<file path="src/rtl/reg_scoreboard_pkg.sv">
// reg_scoreboard_pkg: shared widths, latency codes and select-width helper for the ID-stage scoreboard
package reg_scoreboard_pkg;
  localparam int REG_ADDR_BUS = 5;
  localparam int LAT_ALU = 1;
  localparam int LAT_LOAD = 2;
  localparam int FWD_NONE = 0;
  function automatic int sel_w(input int depth);
    return $clog2(depth + 1);
  endfunction
endpackage

</file>
<file path="src/rtl/reg_scoreboard_match.sv">
// reg_scoreboard_match: youngest-match priority encoder for one source read port
module reg_scoreboard_match
  import reg_scoreboard_pkg::*;
#(
  parameter int ADDR_W = REG_ADDR_BUS,
  parameter int PIPE_DEPTH = 3,
  parameter int SEL_W = sel_w(PIPE_DEPTH)
) (
  input  logic                                read_en_i,
  input  logic [ADDR_W-1:0]                   read_addr_i,
  input  logic [PIPE_DEPTH-1:0]               ent_valid_i,
  input  logic [PIPE_DEPTH-1:0][ADDR_W-1:0]   ent_addr_i,
  input  logic [PIPE_DEPTH-1:0]               ent_ready_i,
  output logic                                stall_req_o,
  output logic [SEL_W-1:0]                    fwd_sel_o
);
  // scan oldest to youngest so the lowest-index hit overwrites older ones
  always_comb begin
    stall_req_o = 1'b0;
    fwd_sel_o = SEL_W'(FWD_NONE);
    for (int k = PIPE_DEPTH - 1; k >= 0; k--) begin
      if (read_en_i && read_addr_i != '0 && ent_valid_i[k] && ent_addr_i[k] == read_addr_i) begin
        stall_req_o = ~ent_ready_i[k];
        fwd_sel_o = ent_ready_i[k] ? SEL_W'(k + 1) : SEL_W'(FWD_NONE);
      end
    end
  end
endmodule

</file>
<file path="src/rtl/reg_scoreboard.sv">
// reg_scoreboard: tracks in-flight destination registers and drives ID stall and bypass selects
module reg_scoreboard
  import reg_scoreboard_pkg::*;
#(
  parameter int ADDR_W = REG_ADDR_BUS,
  parameter int REG_NUM = 2 ** ADDR_W,
  parameter int READ_PORTS = 2,
  parameter int PIPE_DEPTH = 3,
  parameter int SEL_W = sel_w(PIPE_DEPTH)
) (
  input  logic                          clk,
  input  logic                          rst_n,
  input  logic                          id_valid,
  input  logic [READ_PORTS-1:0]         read_en,
  input  logic [READ_PORTS*ADDR_W-1:0]  read_addr,
  input  logic                          write_en,
  input  logic [ADDR_W-1:0]             write_addr,
  input  logic [SEL_W-1:0]              write_lat,
  input  logic                          advance,
  input  logic                          flush,
  output logic                          stall,
  output logic [READ_PORTS*SEL_W-1:0]   fwd_sel,
  output logic [REG_NUM-1:0]            busy_mask
);
  logic [PIPE_DEPTH-1:0]              valid_q, valid_d;
  logic [PIPE_DEPTH-1:0][ADDR_W-1:0]  addr_q, addr_d;
  logic [PIPE_DEPTH-1:0][SEL_W-1:0]   rem_q, rem_d;
  logic [PIPE_DEPTH-1:0]              ready;
  logic [READ_PORTS-1:0]              stall_req;
  logic                               issue;
  logic [SEL_W-1:0]                   lat;

  // an entry is forwardable once its remaining latency has drained
  always_comb begin
    ready = '0;
    for (int k = 0; k < PIPE_DEPTH; k++) ready[k] = rem_q[k] == '0;
  end

  for (genvar p = 0; p < READ_PORTS; p++) begin : g_port
    reg_scoreboard_match #(
      .ADDR_W(ADDR_W),
      .PIPE_DEPTH(PIPE_DEPTH),
      .SEL_W(SEL_W)
    ) u_match (
      .read_en_i(read_en[p]),
      .read_addr_i(read_addr[p*ADDR_W +: ADDR_W]),
      .ent_valid_i(valid_q),
      .ent_addr_i(addr_q),
      .ent_ready_i(ready),
      .stall_req_o(stall_req[p]),
      .fwd_sel_o(fwd_sel[p*SEL_W +: SEL_W])
    );
  end

  assign stall = id_valid & (|stall_req);
  assign issue = id_valid & ~stall & advance & write_en & (write_addr != '0);
  assign lat = (write_lat == '0) ? SEL_W'(LAT_ALU) :
               (write_lat > SEL_W'(PIPE_DEPTH)) ? SEL_W'(PIPE_DEPTH) : write_lat;

  // flush clears everything; advance shifts entries older and drains their latency
  always_comb begin
    valid_d = valid_q;
    addr_d = addr_q;
    rem_d = rem_q;
    if (flush) begin
      valid_d = '0;
    end else if (advance) begin
      valid_d[0] = issue;
      addr_d[0] = issue ? write_addr : '0;
      rem_d[0] = issue ? lat - SEL_W'(1) : '0;
      for (int k = 1; k < PIPE_DEPTH; k++) begin
        valid_d[k] = valid_q[k-1];
        addr_d[k] = addr_q[k-1];
        rem_d[k] = (rem_q[k-1] == '0) ? '0 : rem_q[k-1] - SEL_W'(1);
      end
    end
  end

  // entry storage with asynchronous clear
  always_ff @(posedge clk or negedge rst_n) begin
    if (!rst_n) begin
      valid_q <= '0;
      addr_q <= '0;
      rem_q <= '0;
    end else begin
      valid_q <= valid_d;
      addr_q <= addr_d;
      rem_q <= rem_d;
    end
  end

  // one-hot decode of every valid destination; $0 is never busy
  always_comb begin
    busy_mask = '0;
    for (int k = 0; k < PIPE_DEPTH; k++) if (valid_q[k]) busy_mask[addr_q[k]] = 1'b1;
    busy_mask[0] = 1'b0;
  end
endmodule

</file>
<file path="config.mk">
export PLATFORM = sky130hd
export DESIGN_NAME = reg_scoreboard
export DESIGN_NICKNAME = d
export VERILOG_FILES = /design/src/rtl/reg_scoreboard_pkg.sv /design/src/rtl/reg_scoreboard_match.sv /design/src/rtl/reg_scoreboard.sv
export SDC_FILE = /design/constraint.sdc
export NUM_CORES = 1
export LEC_CHECK = 0
export CAP_MARGIN = 20
export CORE_MARGIN = 4
export CORE_UTILIZATION = 30
export DETAILED_ROUTE_END_ITERATION = 10
export PLACE_DENSITY = 0.57
export SLEW_MARGIN = 10
export SYNTH_ARGS = -nofsm -noshare
export SYNTH_HDL_FRONTEND = slang
export SYNTH_SLANG_ARGS = --single-unit
</file>
<file path="constraint.sdc">
create_clock -name clk -period 2.59 [get_ports clk]
set_input_delay 0.518 -clock clk [delete_from_list [all_inputs] [get_ports clk]]
set_output_delay 0.518 -clock clk [all_outputs]
set_load 0.02 [all_outputs]
</file>
==> impl_metrics.json <==
{
  "finalCritPeriodShare_pct": 103,
  "hold_viol": 0,
  "hp-class": "flop to flop",
  "status": "finished with violations",
  "fin_cells": 542,
  "grt_max_degree": 25,
  "synth_edf_count": 0,
  "globalRouteOverflowTotal": 0,
  "num_io_pins": 62,
  "yosysMostFrequentCell": "nand2_1",
  "synth_top_area_share_pct": 25.5,
  "synthTopCellsByCount": "nand2_1 (121), xnor2_1 (30), a22oi_1 (29)",
  "dp_cells": 530,
  "maxCapViolCount": 0,
  "startpoint_type": "input pin",
  "numCtsBuffers": 3,
  "post-route-min-period_ns": 2.67,
  "skew_ns": 0.00824,
  "synth_ff_type": "dfrtp_1",
  "p_leak_uw": 0.00215,
  "num_vias": 2796,
  "start_util_pct": 30.7,
  "r2r_start": "addr_q[9]",
  "drc": 0,
  "arrival_ns": 2.15,
  "synthArstFlopShare_pct": 100,
  "fp.dieW_um": 96.7,
  "areaGrowthSynthToFinish_pct": 60.2,
  "layout_setup_ws_ns": -0.0813,
  "whs_path_depth": 2,
  "nets": 466,
  "setup-violations-final": 2,
  "slew_viol_final": 0,
  "power_density_nw_per_um2": 275,
  "min_from": "rem_q[5]",
  "routed_via_density": 5.16,
  "grtUsageTotal_pct": 17.0,
  "antenna_found_initial": 0,
  "clk-insertion-delay-late_ns": 0.27,
  "rsz0062_at_grt": "true",
  "portBuffers": 60,
  "clock-sinks": 24,
  "detail_route.wl_per_cell_um": 15.3,
  "drive_above_1_share_pct": 28.9,
  "synth_cell_types": 36,
  "cts_tree": "yes",
  "rrSetupSlack_ns": 0.16,
  "grt_pass1_wl_um": 13500,
  "syn_area_um2": 2360,
  "ant_nets": 0,
  "worst_pin_slew_ns": 0.668,
  "irDropWorstVdd_mv": 0.257,
  "r2r_cells": 11,
  "min_to": "rem_q[5]",
  "multiInputGateArea_um2": 1810,
  "synthesis.nets": 359,
  "critPathKind": "input pin to primary output",
  "synth.avg_cell_area_um2": 7.07,
  "cts-root-buf": "clkbuf_8",
  "grt_pass1_vias": 2731,
  "required_ns": 2.07,
  "end_kind": "primary output",
  "synthTopCellsByArea": "dfrtp_1 (25%), nand2_1 (19%), xnor2_1 (11%), a22oi_1 (9.2%), nor3b_1 (4.1%)",
  "dieArea_um2": 9350,
  "seq_area_frac_synth_pct": 25.5,
  "dp_hpwl_um": 6240,
  "yosysWarningCount": 0,
  "worst_hold_slack_ns": 0.502,
  "path_clk_slew_ns": 0.09,
  "place.gp.congestion": 0.868,
  "worstPathMaxFanout": 3,
  "timing.fmax_mhz": 374,
  "n_antenna_cell": 0,
  "htree_levels": 1,
  "syn_inst": 334,
  "hold_buffers": 0,
  "core-area_um2": 7690,
  "drt_iter0_drc": 188,
  "rr_endpoint": "addr_q[4]",
  "fill_cells": 767,
  "clockBufferDepth": 2,
  "drtPass1Iterations": 5,
  "dieHeight_um": 96.7,
  "violations": "setup timing",
  "fp-row-count": 32,
  "regArea_um2": 604,
  "maxSlewHeadroom_pct": 55.0,
  "yosysTopAreaCell": "dfrtp_1",
  "drt_wl_total_um": 8280,
  "ys_ff_latch": 24
}
## cells in the final DEF (no fill, tap or decap), drive strengths merged, types with 8 or more instances in the layout
master,synthesis,final
and3b,8,8
dfrtp,24,24
dlymetal6s2s,0,21
nor2,14,14
buf,1,78
a22oi,29,29
nor3b,13,13
nand2,121,121
clkdlybuf4s50,0,21
xnor2,30,30
## layer usage
| layer | share of wire (%) | up-vias | track usage [%] |
|---|---|---|---|
| met4 | 0.57 | 0 | 3.67 |
| met1 | 44 | 1344 | 24.0 |
| met3 | 4.9 | 4 | 2.45 |
| li1 | - | 1351 | - |
| met2 | 50 | 97 | 27.8 |
| met5 | 0 | - | 0 |
## cell families after synthesis
group	share of synthesized area, %
muxes	2.33
AOI/OAI and AO/OA	17.0
xor gates and xnor gates	11.1
other	0.159
DFF	25.5
buffers and inverters	5.09
and+or+nand+nor	38.9
## registers in the layout, summed over array words and instances, names as in the netlist
signal / cells
addr_q: 15
rem_q: 6
valid_q: 3
## metrics by stage
step                area, um2  total power, uW  utilization, %  TNS (ns)  setup slack (ns)
floorplan                2360              544               -         0            0.0659
global placement         3430              684            44.7     -4.38            -0.793
detailed placement       3430              689            44.7     -4.57            -0.873
CTS                      3650             1030            47.5    -0.161            -0.128
global route             3780             1090            49.2    -0.417            -0.149
finish                   3780             1040            49.2   -0.0998           -0.0813
## area by class of cell
| type | instances | area share [%] |
|---|---|---|
| Multi-Input combinational cell | 279 | 48.0 |
| Timing Repair Buffer | 127 | 30.2 |
| Sequential cell | 24 | 16.0 |
| Tap cell | 102 | 3.38 |
| Clock buffer | 3 | 1.09 |
| Clock inverter | 1 | 0.794 |
| Inverter | 6 | 0.596 |
## power breakdown
group          leakage (uW)  internal, uW  switching (uW)
registers          0.000327           391            22.9
logic               0.00179           149             149
clock network     0.0000357           207             121
total               0.00215           746             293
## critical path, stage by stage
cell,delay [ns]
buf_6,0.09
or4_4,0.53
o21ai_4,0.17
buf_6,0.15
nor4_4,0.04
mux2i_2,0.25
nor2_1,0.09
o21a_1,0.19
buf_6,0.13
## worst max path at each step
| stage | from | to | slack, ns | cells after the start |
|---|---|---|---|---|
| 6_report | read_addr[8] | stall | -0.08 | 9 |
| 5_1_grt | addr_q[9] | stall | -0.15 | 7 |
| 4_1_cts | read_addr[9] | stall | -0.13 | 9 |
| 3_5_place_dp | read_addr[1] | fwd_sel[0] | -0.87 | 8 |
| 3_3_place_gp | read_addr[5] | stall | -0.79 | 9 |
| 2_1_floorplan | read_addr[5] | fwd_sel[3] | 0.07 | 6 |
## timing repair
action | 4_1_cts | 5_1_grt
buffers inserted | 8 | 1
setup endpoints to repair | 25 | 34
resized for setup | 86 | 44
pin swaps | 15 | 15
gates cloned | 0 | 0
Power figures use the tool's default switching activity.
